[src/rtl/sap_pc_pkg.sv]
// sap_pc_pkg: shared op encoding, default sizes and strobe-priority resolver for the SAP program counter
package sap_pc_pkg;
   localparam int PC_WIDTH_DEF = 16;
   localparam int PC_DEPTH_DEF = 4;
   typedef enum logic [2:0] {PC_HOLD, PC_INC, PC_LOAD, PC_CALL, PC_RET} pc_op_e;
   function automatic pc_op_e pc_resolve(input logic call, input logic ret, input logic lp, input logic cp);
      return call ? PC_CALL : ret ? PC_RET : lp ? PC_LOAD : cp ? PC_INC : PC_HOLD;
   endfunction
endpackage

[src/rtl/pc_call_ret_stack.sv]
// ret_stack: return-address LIFO with pointer and EMPTY/FULL decodes, falling-edge clocked
module ret_stack #(
   parameter int WIDTH = 16,
   parameter int DEPTH = 4
) (
   input  logic             CLK_BAR,
   input  logic             CLR_BAR,
   input  logic             push,
   input  logic             pop,
   input  logic [WIDTH-1:0] din,
   output logic [WIDTH-1:0] top,
   output logic             EMPTY,
   output logic             FULL
);
   localparam int PW = $clog2(DEPTH + 1);
   logic [WIDTH-1:0] mem [DEPTH];
   logic [PW-1:0]    ptr;
   assign EMPTY = ptr == '0;
   assign FULL  = ptr == PW'(DEPTH);
   // push writes the slot at the pointer; pop only moves the pointer, leaving the old entry in place
   always_ff @(negedge CLK_BAR or negedge CLR_BAR) begin
      if (!CLR_BAR) begin
         ptr <= '0;
         for (int i = 0; i < DEPTH; i++) mem[i] <= '0;
      end else if (push && !FULL) begin
         for (int i = 0; i < DEPTH; i++) if (PW'(i) == ptr) mem[i] <= din;
         ptr <= ptr + PW'(1);
      end else if (pop && !EMPTY) begin
         ptr <= ptr - PW'(1);
      end
   end
   // top of stack is the entry just below the pointer
   always_comb begin
      top = '0;
      for (int i = 0; i < DEPTH; i++) if (PW'(i + 1) == ptr) top = mem[i];
   end
endmodule

[src/rtl/pc_call.sv]
// pc_call: SAP program counter with count, jump, CALL/RET and gated bus output (tri-state bus with PC_BUS_TRISTATE_EN)
module pc_call
   import sap_pc_pkg::*;
#(
   parameter int WIDTH = PC_WIDTH_DEF,
   parameter int DEPTH = PC_DEPTH_DEF
) (
   input  logic             CLK_BAR,
   input  logic             CLR_BAR,
   input  logic             CP,
   input  logic             LP,
   input  logic             CALL,
   input  logic             RET,
   input  logic             EP,
   input  logic [WIDTH-1:0] D,
   output logic [WIDTH-1:0] Q,
`ifdef PC_BUS_TRISTATE_EN
   output tri   [WIDTH-1:0] BUS_OUT,
`else
   output logic [WIDTH-1:0] BUS_OUT,
`endif
   output logic             EMPTY,
   output logic             FULL,
   output logic             ERR
);
   pc_op_e           op;
   logic             push, pop;
   logic [WIDTH-1:0] top, q_inc;
   assign op    = pc_resolve(CALL, RET, LP, CP);
   assign q_inc = Q + WIDTH'(1);
   assign push  = op == PC_CALL && !FULL;
   assign pop   = op == PC_RET && !EMPTY;
`ifdef PC_BUS_TRISTATE_EN
   assign BUS_OUT = EP ? Q : 'z;
`else
   assign BUS_OUT = EP ? Q : '0;
`endif
   ret_stack #(.WIDTH(WIDTH), .DEPTH(DEPTH)) u_stack (
      .CLK_BAR(CLK_BAR),
      .CLR_BAR(CLR_BAR),
      .push   (push),
      .pop    (pop),
      .din    (q_inc),
      .top    (top),
      .EMPTY  (EMPTY),
      .FULL   (FULL)
   );
   // PC and sticky error update; a rejected CALL/RET leaves Q alone and only sets ERR
   always_ff @(negedge CLK_BAR or negedge CLR_BAR) begin
      if (!CLR_BAR) begin
         Q   <= '0;
         ERR <= 1'b0;
      end else begin
         Q   <= push ? D : pop ? top : op == PC_LOAD ? D : op == PC_INC ? q_inc : Q;
         ERR <= ERR | (op == PC_CALL && FULL) | (op == PC_RET && EMPTY);
      end
   end
endmodule

[config.mk]
export PLATFORM = sky130hd
export DESIGN_NAME = pc_call
export DESIGN_NICKNAME = d
export VERILOG_FILES = /design/src/rtl/sap_pc_pkg.sv /design/src/rtl/pc_call_ret_stack.sv /design/src/rtl/pc_call.sv
export SDC_FILE = /design/constraint.sdc
export NUM_CORES = 1
export LEC_CHECK = 0
export ABC_CLOCK_PERIOD_IN_PS = 6800
export CELL_PAD_IN_SITES_DETAIL_PLACEMENT = 1
export CELL_PAD_IN_SITES_GLOBAL_PLACEMENT = 2
export CORE_MARGIN = 8
export CORE_UTILIZATION = 42
export DETAILED_ROUTE_END_ITERATION = 7
export DONT_BUFFER_PORTS = 1
export PLACE_DENSITY_LB_ADDON = 0.1
export SLEW_MARGIN = 40
export SYNTH_ARGS = -nofsm -noshare
export SYNTH_HDL_FRONTEND = slang
export SYNTH_SLANG_ARGS = --single-unit
[constraint.sdc]
create_clock -name CLK_BAR -period 6.8 [get_ports CLK_BAR]
set_clock_uncertainty 0.2 [all_clocks]
set_input_delay 0 -clock CLK_BAR [delete_from_list [all_inputs] [get_ports CLK_BAR]]
set_output_delay 0 -clock CLK_BAR [all_outputs]
set_load 0.005 [all_outputs]
==> summary.md <==
| Metric | Value |
|---|---|
| Internal reg-to-reg setup slack | `approximately 3.3 ns` |
| Syn_nets | `544` |
| Die Wd | `~120 um` |
| Initial core utilization | `between 40% and 50%` |
| RSZ-0062 raised after global routing | `false` |
| Initial antenna violation count | `0` |
| Routed WL per cell | `between 20 and 25 um` |
| Number of synthesized flops with an enable pin | `0` |
| First-pass GRT wire length | `~22000 um` |
| Leading area contributor after synthesis | `dfrtn_1` |
| Worst Setup SP | `u_stack.ptr[2]` |
| # nets final | `524` |
| Routed WL | `13640 um` |
| Worst R2R Path Depth | `9` |
| Total GRT Usage | `just under 20%` |
| Hold-critical path depth | `2` |
| Worst Path Max Fanout | `23` |
| Slew margin rel. | `48.90%` |
| Critical path data required time | `~6.6 ns` |
| Top cells by area, synth | `dfrtn_1 (46%), o21ai_0 (9.2%), nand2_1 (7.8%), and2_1 (2.9%), a221oi_1 (2.7%)` |
| Total gr overflow | `0` |
| Vias per cell | `5.840` |
| Worst Setup Path Type | `reg2out` |
| Initial DRC Count | `roughly 240` |
| Worst reg2reg path endpoint | `Q[14]` |
| ANT nets after route | `0` |
| Pre-Repair DR Iteration Count | `4` |
| Fraction of layout cells with a size suffix above 1 | `7.816%` |
| Die ar. | `around 15000 sq um` |
| Max Cap Violations | `0` |
| Sequential area share after synthesis | `a little under half` |
| Placement Cell Area | `~4600 sq um` |
| CTS clk-pin slew, worst paths | `0.06 ns` |
| Status | `completed` |
| Area growth syn-to-layout | `5.784%` |
| Crit-path cells | `and2_1` |
| Worst Setup End Kind | `output pin` |
| Mapped Cells | `between 500 and 600` |
| Tot Pwr | `~2.1 mW` |
| Core area | `10750 sq um` |
| Detail Placement HPWL | `slightly below 10000 um` |
| Slew @ Worst Pin | `around 0.77 ns` |
| CTS tree | `done` |
| Die H | `120.5 um` |
| # diodes | `0` |
| I/O pin cnt | `58` |
| Startpoint types | `flip-flop` |
| Ys Warns | `0` |
| Arrival @ worst endpoint | `roughly 5.2 ns` |
| Post-synthesis register bit count | `84` |
| Cell variety after synth | `56` |
| Worst IR Drop VDD | `0.1449 mV` |
| Crit path max-delay family | `flip-flops` |
| Worst R2R Start | `u_stack.ptr[2]` |
| Leak pwr | `between 1.5 and 2 nW` |
| H-tree levels | `3` |
| Vias in the first global route | `roughly 3800` |
| Drc violations | `0` |
| Top-area cell type share of the netlist area | `45.84%` |
| Total CTS buffers | `9` |
| Clock tree buffer depth | `2` |
| Fin. Hold Viols | `0` |
| Worst stage delay on the critical path | `between 0.9 and 1 ns` |
| Final TNS setup | `0 ns` |
| Clock sinks | `84` |
| Largest net degree at the start of global routing | `85` |
| Post-route cell area | `about 4900 sq um` |
| Post-CTS sizing | `0` |
| I/O Buffers | `0` |
| Worst setup path end | `FULL` |
| Synth Cell Area | `~4600 sq um` |
| Buffers and inverters on the worst path | `0` |
| Syn avg cell area | `between 8 and 9 sq um` |
| Clk root buf | `clkbuf_8` |
| WP depth | `1` |
| Row count | `38` |
| Placer Congestion | `about 0.8` |
| Vias | `3732` |
| Final Max Slew Viols | `0` |
| Total power per unit cell area | `between 400 and 500 nW/um^2` |
| Final setup violating endpoints | `0` |
| Crit path max-delay cell type | `dfrtn_1` |
| Worst hold path class | `reg2reg` |
| Clock latency on the worst-skew pair | `about 0.34 ns` |
| Ys flop type | `dfrtn_1` |
| Post-synth ARST share | `100.0%` |
-- layer usage --
metal | part of all wire, % | vias to the layer above | GRT usage, %
met5 | 0 | - | 0
met4 | 1.9 | 0 | 7.338
met3 | 4.3 | 19 | 3.170
met2 | 43 | 74 | 28.34
met1 | 50 | 1851 | 27.55
li1 | - | 1788 | -
-- flip-flops by register name, summed over array words and instances (netlist names) --
name,cells
u_stack.mem,64
Q,16
u_stack.ptr,3
ERR,1
-- cell families after synthesis --
kind of cell | synth area share, %
flops | 45.84
compound gates | 23.06
xor+xnor | 2.483
mux | 1.173
fa+ha+maj | 1.910
simple gates | 21.50
buf+inv | 4.038
-- cell usage in the layout, fill, tap and decap left out, types with 5 or more instances in the layout --
| cell | instances |
|---|---|
| o211ai_1 | 9 |
| or3_1 | 5 |
| ha_1 | 7 |
| dfrtn_1 | 84 |
| nand2_1 | 93 |
| inv_1 | 8 |
| nor2_1 | 21 |
| a22oi_1 | 5 |
| a221oi_1 | 14 |
| nor3b_1 | 6 |
| nand2b_1 | 9 |
| a221o_1 | 7 |
| a21oi_1 | 19 |
| o21ai_0 | 83 |
| nor4bb_1 | 6 |
| buf_4 | 5 |
| xnor2_1 | 12 |
| clkbuf_8 | 11 |
| a31oi_1 | 9 |
| and2_1 | 21 |
-- how the worst min path moves through the flow --
stage,start,end
2_1_floorplan,EP,BUS_OUT[0]
3_3_place_gp,EP,BUS_OUT[3]
3_5_place_dp,EP,BUS_OUT[2]
4_1_cts,u_stack.mem[47],u_stack.mem[47]
5_1_grt,u_stack.mem[1],u_stack.mem[1]
6_report,u_stack.mem[41],u_stack.mem[41]
-- power breakdown --
part           switching (mW)  leakage [nW]  internal [mW]
Sequential              0.208          1.04          0.737
Clock                   0.191        0.0957          0.154
Combinational           0.506         0.839          0.295
Total                   0.904          1.98           1.19
-- what timing repair did --
| action | CTS | global route |
|---|---|---|
| buffers inserted | 0 | 0 |
| endpoints found under the hold margin | 16 | 0 |
| hold buffers | 1 | 0 |
-- cell usage after synthesis (all sizes together), types with 7 or more instances --
cell type / count
nand2: 95
o21ai: 85
dfrtn: 84
clkbuf: 22
and2: 21
nor2: 21
a21oi: 19
buf: 15
a221oi: 14
xnor2: 12
a31oi: 9
nand2b: 9
o211ai: 9
inv: 8
a221o: 7
ha: 7
-- per-stage QoR --
stage               util [%]  worst slack (ns)  hold WS, ns  instances
floorplan                  -             1.730     -0.08412        514
CTS                    45.06             1.448       0.2233        639
finish                 45.14             1.453       0.2206        639
global route           45.14             1.365       0.2417        639
global placement       43.21             1.558     -0.06841        622
detailed placement     43.23             1.582     -0.07212        622
-- cell type report --
cell class	count	area (sq um)
multi-input combinational	385	2310
clock buffer	11	151.4
sequential	84	2102
fill	1288	5894
tap	140	175.2
timing repair buffer	6	47.55
inverter	8	30.03
clock inverter	5	35.03
Power figures use the tool's default switching activity.
